===== src/rtl/rv32i_instr_encoder.sv =====
// rv32i_instr_encoder
//
// Streaming RV32I instruction encoder. Each accepted field-level descriptor
// becomes one 32-bit machine word, or NOP_WORD with out_error set if the
// descriptor is illegal. The result is registered, so it appears one cycle
// after acceptance. The input and output use a valid/ready handshake with
// full throughput of one word per cycle.
//
// Ports:
//   clk, rst_n       clock (rising edge) and asynchronous active-low reset
//   in_valid/ready   descriptor handshake; accept = in_valid && in_ready
//   in_class         0 LOAD, 1 OP-IMM, 2 AUIPC, 3 STORE, 4 OP, 5 LUI,
//                    6 BRANCH, 7 JALR, 8 JAL, 9-15 illegal
//   in_funct3        funct3 field
//   in_alt           instr[30] select (SUB / SRA / SRAI)
//   in_rd/rs1/rs2    register fields
//   in_imm           byte offset / immediate, two's complement
//   out_valid/ready  encoded-word handshake
//   out_instr        encoded instruction word
//   out_error        out_instr is NOP_WORD because the descriptor was illegal
//   enc_count        accepted descriptors including errors, wraps
//   err_count        accepted illegal descriptors, saturates at 255

module rv32i_instr_encoder #(
  parameter logic [31:0] NOP_WORD = 32'h0000_0013,
  parameter int unsigned CNT_W    = 16
) (
  input  logic             clk,
  input  logic             rst_n,
  input  logic             in_valid,
  output logic             in_ready,
  input  logic [3:0]       in_class,
  input  logic [2:0]       in_funct3,
  input  logic             in_alt,
  input  logic [4:0]       in_rd,
  input  logic [4:0]       in_rs1,
  input  logic [4:0]       in_rs2,
  input  logic [31:0]      in_imm,
  output logic             out_valid,
  input  logic             out_ready,
  output logic [31:0]      out_instr,
  output logic             out_error,
  output logic [CNT_W-1:0] enc_count,
  output logic [7:0]       err_count
);

  // Descriptor classes
  localparam logic [3:0] CLS_LOAD   = 4'd0;
  localparam logic [3:0] CLS_OP_IMM = 4'd1;
  localparam logic [3:0] CLS_AUIPC  = 4'd2;
  localparam logic [3:0] CLS_STORE  = 4'd3;
  localparam logic [3:0] CLS_OP     = 4'd4;
  localparam logic [3:0] CLS_LUI    = 4'd5;
  localparam logic [3:0] CLS_BRANCH = 4'd6;
  localparam logic [3:0] CLS_JALR   = 4'd7;
  localparam logic [3:0] CLS_JAL    = 4'd8;

  // Major opcodes
  localparam logic [6:0] OPC_LOAD   = 7'b0000011;
  localparam logic [6:0] OPC_OP_IMM = 7'b0010011;
  localparam logic [6:0] OPC_AUIPC  = 7'b0010111;
  localparam logic [6:0] OPC_STORE  = 7'b0100011;
  localparam logic [6:0] OPC_OP     = 7'b0110011;
  localparam logic [6:0] OPC_LUI    = 7'b0110111;
  localparam logic [6:0] OPC_BRANCH = 7'b1100011;
  localparam logic [6:0] OPC_JALR   = 7'b1100111;
  localparam logic [6:0] OPC_JAL    = 7'b1101111;

  // Format builders. Each takes only the immediate bits its format carries.
  function automatic logic [31:0] fmt_i(input logic [11:0] imm12,
                                        input logic [4:0]  rs1,
                                        input logic [2:0]  f3,
                                        input logic [4:0]  rd,
                                        input logic [6:0]  op);
    return {imm12, rs1, f3, rd, op};
  endfunction

  function automatic logic [31:0] fmt_s(input logic [11:0] imm12,
                                        input logic [4:0]  rs2,
                                        input logic [4:0]  rs1,
                                        input logic [2:0]  f3,
                                        input logic [6:0]  op);
    return {imm12[11:5], rs2, rs1, f3, imm12[4:0], op};
  endfunction

  function automatic logic [31:0] fmt_b(input logic [12:1] off,
                                        input logic [4:0]  rs2,
                                        input logic [4:0]  rs1,
                                        input logic [2:0]  f3,
                                        input logic [6:0]  op);
    return {off[12], off[10:5], rs2, rs1, f3, off[4:1], off[11], op};
  endfunction

  function automatic logic [31:0] fmt_u(input logic [31:12] upper,
                                        input logic [4:0]   rd,
                                        input logic [6:0]   op);
    return {upper, rd, op};
  endfunction

  function automatic logic [31:0] fmt_j(input logic [20:1] off,
                                        input logic [4:0]  rd,
                                        input logic [6:0]  op);
    return {off[20], off[10:1], off[11], off[19:12], rd, op};
  endfunction

  function automatic logic [31:0] fmt_r(input logic       alt,
                                        input logic [4:0] rs2,
                                        input logic [4:0] rs1,
                                        input logic [2:0] f3,
                                        input logic [4:0] rd,
                                        input logic [6:0] op);
    return {1'b0, alt, 5'b00000, rs2, rs1, f3, rd, op};
  endfunction

  // A value fits an N-bit signed field when every bit from N-1 upward
  // equals the sign bit.
  logic imm_fits12;
  logic imm_fits13;
  logic imm_fits21;
  logic shamt_ok;
  logic upper_ok;
  logic is_shift;

  assign imm_fits12 = (&in_imm[31:11]) | ~(|in_imm[31:11]);
  assign imm_fits13 = (&in_imm[31:12]) | ~(|in_imm[31:12]);
  assign imm_fits21 = (&in_imm[31:20]) | ~(|in_imm[31:20]);
  assign shamt_ok   = ~(|in_imm[31:5]);
  assign upper_ok   = ~(|in_imm[11:0]);
  // SLLI (001) and SRLI/SRAI (101) carry a 5-bit shift amount.
  assign is_shift   = (in_funct3[1:0] == 2'b01);

  logic [31:0] enc_word;
  logic        field_ok;
  logic        alt_ok;
  logic        enc_ok;

  // Builds the word for the requested class and decides whether its funct3
  // and immediate are legal. alt_ok lists the only encodings where
  // instr[30] has meaning; alt=1 anywhere else is an error.
  always_comb begin
    enc_word = '0;
    field_ok = 1'b0;
    alt_ok   = 1'b0;
    case (in_class)
      CLS_LOAD: begin
        enc_word = fmt_i(in_imm[11:0], in_rs1, in_funct3, in_rd, OPC_LOAD);
        field_ok = (in_funct3 != 3'b011) && (in_funct3 != 3'b110) &&
                   (in_funct3 != 3'b111) && imm_fits12;
      end
      CLS_OP_IMM: begin
        if (is_shift) begin
          enc_word = fmt_i({1'b0, in_alt, 5'b00000, in_imm[4:0]},
                           in_rs1, in_funct3, in_rd, OPC_OP_IMM);
          field_ok = shamt_ok;
          alt_ok   = in_funct3[2];
        end else begin
          enc_word = fmt_i(in_imm[11:0], in_rs1, in_funct3, in_rd, OPC_OP_IMM);
          field_ok = imm_fits12;
        end
      end
      CLS_AUIPC: begin
        enc_word = fmt_u(in_imm[31:12], in_rd, OPC_AUIPC);
        field_ok = upper_ok;
      end
      CLS_STORE: begin
        enc_word = fmt_s(in_imm[11:0], in_rs2, in_rs1, in_funct3, OPC_STORE);
        field_ok = (in_funct3[2] == 1'b0) && (in_funct3[1:0] != 2'b11) &&
                   imm_fits12;
      end
      CLS_OP: begin
        enc_word = fmt_r(in_alt, in_rs2, in_rs1, in_funct3, in_rd, OPC_OP);
        field_ok = 1'b1;
        alt_ok   = (in_funct3 == 3'b000) || (in_funct3 == 3'b101);
      end
      CLS_LUI: begin
        enc_word = fmt_u(in_imm[31:12], in_rd, OPC_LUI);
        field_ok = upper_ok;
      end
      CLS_BRANCH: begin
        enc_word = fmt_b(in_imm[12:1], in_rs2, in_rs1, in_funct3, OPC_BRANCH);
        field_ok = (in_funct3[2:1] != 2'b01) && !in_imm[0] && imm_fits13;
      end
      CLS_JALR: begin
        enc_word = fmt_i(in_imm[11:0], in_rs1, in_funct3, in_rd, OPC_JALR);
        field_ok = (in_funct3 == 3'b000) && imm_fits12;
      end
      CLS_JAL: begin
        enc_word = fmt_j(in_imm[20:1], in_rd, OPC_JAL);
        field_ok = !in_imm[0] && imm_fits21;
      end
      default: begin
        enc_word = '0;
        field_ok = 1'b0;
      end
    endcase
    enc_ok = field_ok && (!in_alt || alt_ok);
  end

  logic accept;

  // The output slot can take a new word when it is empty or being drained
  // this cycle.
  assign in_ready = !out_valid || out_ready;
  assign accept   = in_valid && in_ready;

  // Output register and counters. An accept always reloads the slot, which
  // also covers a pop in the same cycle; a pop alone just empties it.
  // out_instr/out_error keep their last value while the slot is empty.
  always_ff @(posedge clk or negedge rst_n) begin
    if (!rst_n) begin
      out_valid <= 1'b0;
      out_instr <= '0;
      out_error <= 1'b0;
      enc_count <= '0;
      err_count <= '0;
    end else begin
      if (accept) begin
        out_valid <= 1'b1;
        out_instr <= enc_ok ? enc_word : NOP_WORD;
        out_error <= !enc_ok;
        enc_count <= enc_count + CNT_W'(1);
        if (!enc_ok && (err_count != 8'hFF)) begin
          err_count <= err_count + 8'd1;
        end
      end else if (out_ready) begin
        out_valid <= 1'b0;
      end
    end
  end

endmodule

===== config.mk =====
export PLATFORM = sky130hd
export DESIGN_NAME = rv32i_instr_encoder
export DESIGN_NICKNAME = d
export VERILOG_FILES = /design/src/rtl/rv32i_instr_encoder.sv
export SDC_FILE = /design/constraint.sdc
export NUM_CORES = 1
export LEC_CHECK = 0
export CELL_PAD_IN_SITES_DETAIL_PLACEMENT = 0
export CELL_PAD_IN_SITES_GLOBAL_PLACEMENT = 1
export CORE_UTILIZATION = 35
export CTS_BUF_LIST = sky130_fd_sc_hd__clkbuf_4 sky130_fd_sc_hd__clkbuf_8
export DETAILED_ROUTE_END_ITERATION = 10
export PLACE_DENSITY = 0.95
export SLEW_MARGIN = 10
export SYNTH_ARGS = -nofsm -noshare
export SYNTH_HDL_FRONTEND = slang
export SYNTH_SLANG_ARGS = --single-unit

===== constraint.sdc =====
create_clock -name clk -period 1.8 [get_ports clk]
set_input_delay 0.18 -clock clk [delete_from_list [all_inputs] [get_ports clk]]
set_output_delay 0.18 -clock clk [all_outputs]
set_load 0.005 [all_outputs]

Word-level counts from Yosys, hierarchy flattened
Index checks and enable logic that the tools add are counted.
Word-level totals
  flip-flop bits (word level): 58
  bits of input ports: 59
  output and inout port bits: 59
  logic and storage cells: 73
Cells by class
  add/sub/neg operators: 2
  equal/unequal tests: 16
  mux-type cells: 9
  bitwise logic cells: 9
  reductions and logical operators: 32
Operators with widths (count)
  32-bit one-hot mux with 9 select lines: 1
  32-bit two-way mux: 2
  27-bit OR reduction: 1
  12-bit OR reduction: 2
  21-bit AND reduction: 1
  21-bit OR reduction: 1
  20-bit AND reduction: 1
  20-bit OR reduction: 1
  16-bit by 1-bit adder with 16-bit output (second input constant): 1
  4-bit by 3-bit equality test with 1-bit output (second input constant): 4
  1-bit logical AND: 12
  12-bit AND reduction: 1
  8-bit by 1-bit adder with 8-bit output (second input constant): 1
  4-bit by 2-bit equality test with 1-bit output (second input constant): 2
  8-bit inequality test (second input constant): 1
  1-bit one-hot mux with 8 select lines: 1
  3-bit inequality test (second input constant): 2
  1-bit inverter: 6
  4-bit by 1-bit equality test with 1-bit output (second input constant): 1
  4-bit equality test (second input constant): 1
  1-bit zero test: 4
  4-bit zero test: 1
  1-bit two-way mux: 4
  3-bit equality test (second input constant): 1
  11 further kinds: 15

Longest topological paths before layout
  depth after elaboration: 9
  mapped depth: 10
  depth with buffers taken out: 7

Worst setup path before layout
No wires, ideal clock.
  kind: input to register
  start point: input port in_imm[12]
  end point: register out_error
  library setup time: 119 ps
  arrival time: 1928 ps
  data required time: 1681 ps
  path slack: -247 ps
  stages on the path: 9
  path buffers: 2
  path through: or4_1 > nor2_1 > nand2_1 > o41ai_2 > o41ai_1 > or2_1 > buf_2 > buf_6 > o21a_1
On the way
  longest elaborated chain between the ends: 7
  elaborated cells on any way between the ends: 18
  classes of those cells: 2 x mux; 5 x bitwise; 11 x reduce/logical
RTL lines
  start: declaration: RTL line 38  | input logic [31:0] in_imm,
  21-bit OR reduction / 20-bit OR reduction (equally long branches): RTL line 124, 125
  1-bit inverter (on tied branches): RTL line 124, 125
  1-bit bitwise OR (on tied branches): RTL line 124, 125
  1-bit two-way mux (tied with other cells): RTL line 151  | if (is_shift) begin
  1-bit one-hot mux with 8 select lines *: RTL line 144  | case (in_class)
  1-bit logical AND *: RTL line 196  | enc_ok = field_ok && (!in_alt || alt_ok);
  1-bit zero test *: RTL line 220  | out_error <= !enc_ok;
  end signal: assignment: RTL line 220
  end: declaration: RTL line 42  | output logic out_error,
Mark *: on every way between the ends. The rest lies on a longest branch, timed or not.
A chain may end at the register's enable or synchronous reset.

Final worst setup path
  start point: input port in_class[2]
  end point: register err_count[1]
On the way
  longest elaborated chain between the ends: 7
  elaborated cells on any way between the ends: 17
  classes of those cells: 8 x eq/ne; 2 x mux; 7 x reduce/logical
RTL lines
  start: declaration: RTL line 32  | input logic [3:0] in_class,
  4-bit by 3-bit equality test with 1-bit output (tied with other cells): RTL line 144
  2-bit OR reduction (no line) / 1-bit one-hot mux with 2 select lines (equally long branches)
  1-bit one-hot mux with 8 select lines / 1-bit logical OR (equally long branches): RTL line 144, 196
  1-bit logical AND *: RTL line 196
  1-bit zero test *: RTL line 222  | if (!enc_ok && (err_count != 8'hFF)) begin
  1-bit logical AND *: RTL line 222
  2-bit AND reduction (no line) *
  end signal: assignment: RTL line 223  | err_count <= err_count + 8'd1;
  end: declaration: RTL line 44  | output logic [7:0] err_count
Marked as above.

==> summary.txt <==
Die
  • DIE WIDTH: 103.5 um
  • Core ar.: 9864 sq um
  • Die ar.: roughly 11000 sq um
  • Boundary pin count: between 100 and 150
  • Starting Density: 0.3658
  • Die H: 103.5 um
  • Std-Cell Rows: 36

Synthesis
  • Post-synth top area share: 0.3953
  • Synth unique cells: 50
  • Cells after synthesis: 432
  • FFs w/ async S/R, synth: 1.000
  • Flops & latches, synth: 57
  • Count leader, synth: dfrtp_1
  • Syn avg cell area: between 8 and 9 sq um
  • Synth Flop Type: dfrtp_1
  • Mapped cell area: 3608 sq um
  • Yosys warnings: 0
  • Synth cell count leaders: 57 x dfrtp_1, 53 x nand2_1, 43 x nor2_1
  • Synth area leader: dfrtp_1
  • Post-synth EDFFs: 0
  • Post-synth net total: 493
  • Register area share after synthesis: 0.3953
  • Main area contributors after synthesis: dfrtp_1 40%, nand2_1 5.5%, a21oi_1 5.3%

Detailed routing
  • Drt total wl: 13340 um
  • Routed vias/inst: roughly 5.6
  • Antenna-violating nets left: 0
  • Met3 wire length: just over 900 um
  • DRC violations left: 0
  • Routed length per instance: 17.37 um
  • Starting DRT DRC Count: 404
  • Detailed-routing wirelength on met1: 5481 um
  • Vias: 4337
  • Met2 WL: around 6500 um
  • Initial DRT Pass Iterations: 8
  • Max layer used: met4

STA
  • TNS Setup: -1.877 ns
  • Slew Limit Fails: 0
  • Setup WS post-layout: -0.1407 ns
  • Final setup violation count: 33
  • Crit share post-route: 1.078
  • Final hold vios: 0
  • RSZ-0062 raised after global routing: yes
  • Crit path time final: around 1.9 ns
  • Worst-margin pin slew: between 0.6 and 0.7 ns
  • Max Clock Freq: 0.5153 GHz
  • Slew margin rel.: 0.5796
  • Final Skew: between 0.007 and 0.008 ns

Critical path
  • Worst-path maximum fanout: 6
  • Kind of critical path: input port to register
  • Critical Path RT: 2.03 ns
  • Arrival @ worst endpoint: 2.17 ns
  • Endpoint type of the worst setup path: register
  • CP Launch Type: input port

Clock network
  • H-tree depth: 3
  • Sink Count: between 50 and 60
  • Root Driver: clkbuf_8
  • Clk_lat worst skew: 0.34 ns
  • CTS tree: built
  • Inserted Clock Buffers: 9
  • Worst-path clk slew: approximately 0.070 ns
  • Clock buffer depth: 2

Finish
  • Filler cell count: 813
  • Finished Core Util: 0.6202
  • # diodes: 0
  • Area growth syn-to-layout: 69.56%
  • Share of cells above drive strength 1: 0.3307
  • Final layout net count: 691

GRT
  • Initial antenna violation count: 0
  • Vias in the first global route: 4346
  • Global-route wire length before repair: 21280 um
  • Total global routing overflow: 0
  • Largest net degree at the start of global routing: 40
  • GRT Overall Usage: 0.2471

Pwr
  • Static Leak: about 2.6 nW
  • VDD IR max: roughly 0.44 mV
  • PD cells: 681.3 nW/um^2

Placed design
  • Buffers on Ports: 117
  • RePlAce Congestion: 0.9199
  • Detailed Place HPWL: approximately 9400 um

Run status
  • Status: finished with violations
  • Failing checks: negative setup slack

Worst hold path
  • HP Class: input port to register

Job
  • Maxcap violations: 0
final timing paths:
kind	startpoint	end	slack [ns]	cells past startpoint
worst max-delay path	in_class[2]	err_count[1]	-0.14	11
worst min-delay path	in_imm[6]	out_instr[26]	0.18	3
worst max register to register	err_count[0]	err_count[5]	0.07	7
worst min register to register	enc_count[15]	enc_count[15]	0.47	1
max in group asynchronous	rst_n	out_instr[14]	0.90	3
min in group asynchronous	rst_n	err_count[6]	0.32	2
sequential cells by signal, summed over array words and instances, names as in the netlist:
signal and count:
out_valid 1, err_count 8, enc_count 16, out_error 1, out_instr 31
power breakdown:
group          leakage (nW)  internal [mW]  switching, mW
Combinational          1.78          0.749          0.575
Sequential            0.756           1.42          0.200
Clock                0.0985          0.678          0.546
Total                  2.64           2.85           1.32
cell families (layout without fill, tap and decap cells):
family,count (synthesis),in the layout,synth area share
DFF,57,57,0.3953
adders and majority gates,2,2,0.006934
AOI/OAI and AO/OA,139,139,0.2573
muxes,7,7,0.02046
xor gates and xnor gates,21,21,0.05097
buffers and inverters,37,240,0.04612
and+or+nand+nor,169,169,0.2230
critical path, cell delays in order:
cell and delay (ns):
buf_6 0.09, buf_6 0.12, buf_6 0.13, inv_4 0.08, nor2_4 0.04, a21boi_1 0.12
o21a_1 0.21, o41ai_4 0.50, clkbuf_16 0.23, and3_4 0.19, mux2_4 0.29
through the flow:
| step | setup slack, ns | instances | area (sq um) | hold slack [ns] | power, mW |
|---|---|---|---|---|---|
| finish | -0.1407 | 768 | 6118 | 0.1847 | 4.169 |
| global route | -0.1792 | 768 | 6118 | 0.1830 | 4.402 |
| CTS | -0.06682 | 763 | 5989 | 0.2066 | 4.119 |
| detailed placement | -0.9768 | 735 | 5482 | 0.1637 | 2.836 |
| global placement | -0.8952 | 735 | 5482 | 0.1478 | 2.786 |
| floorplan | -0.2467 | 432 | 3608 | -0.1156 | 2.082 |
placed cells by master (no fill, tap or decap), types with 8 or more instances in the layout:
cell	n
dfrtp_1	57
clkbuf_8	10
a221oi_1	19
a21oi_1	37
nand2_1	50
a22oi_1	11
xnor2_1	18
clkdlybuf4s50_1	77
a22o_1	8
o21ai_2	25
buf_2	17
nor2_1	39
nand4_1	15
nand3_1	9
buf_4	82
nand2b_1	8
buf_6	15
o21ai_0	8
metal layers:
metal / GRT usage / up-vias
li1: - / 1990
met1: 0.3033 / 2062
met2: 0.4195 / 241
met3: 0.04846 / 44
met4: 0.1097 / 0
met5: 0 / -
repair_timing:
item	in CTS	in global routing
endpoints found under the hold margin	18	0
setup endpoints to repair	39	38
resized for setup	170	53
pin swaps	23	24
buffers inserted	10	3
gates cloned	2	2
hold buffers	1	0
final cells by class:
class | instances | area, sq um | area share
flip-flops and latches | 57 | 1426 | 0.2331
well taps | 133 | 166.4 | 0.02720
clock buffers | 10 | 137.6 | 0.02249
clock inverters | 6 | 67.56 | 0.01104
repair buffers | 217 | 1952 | 0.3190
multi-input cells | 338 | 2340 | 0.3824
inverters | 7 | 28.78 | 0.004703
(Power assumes the default switching activity.)
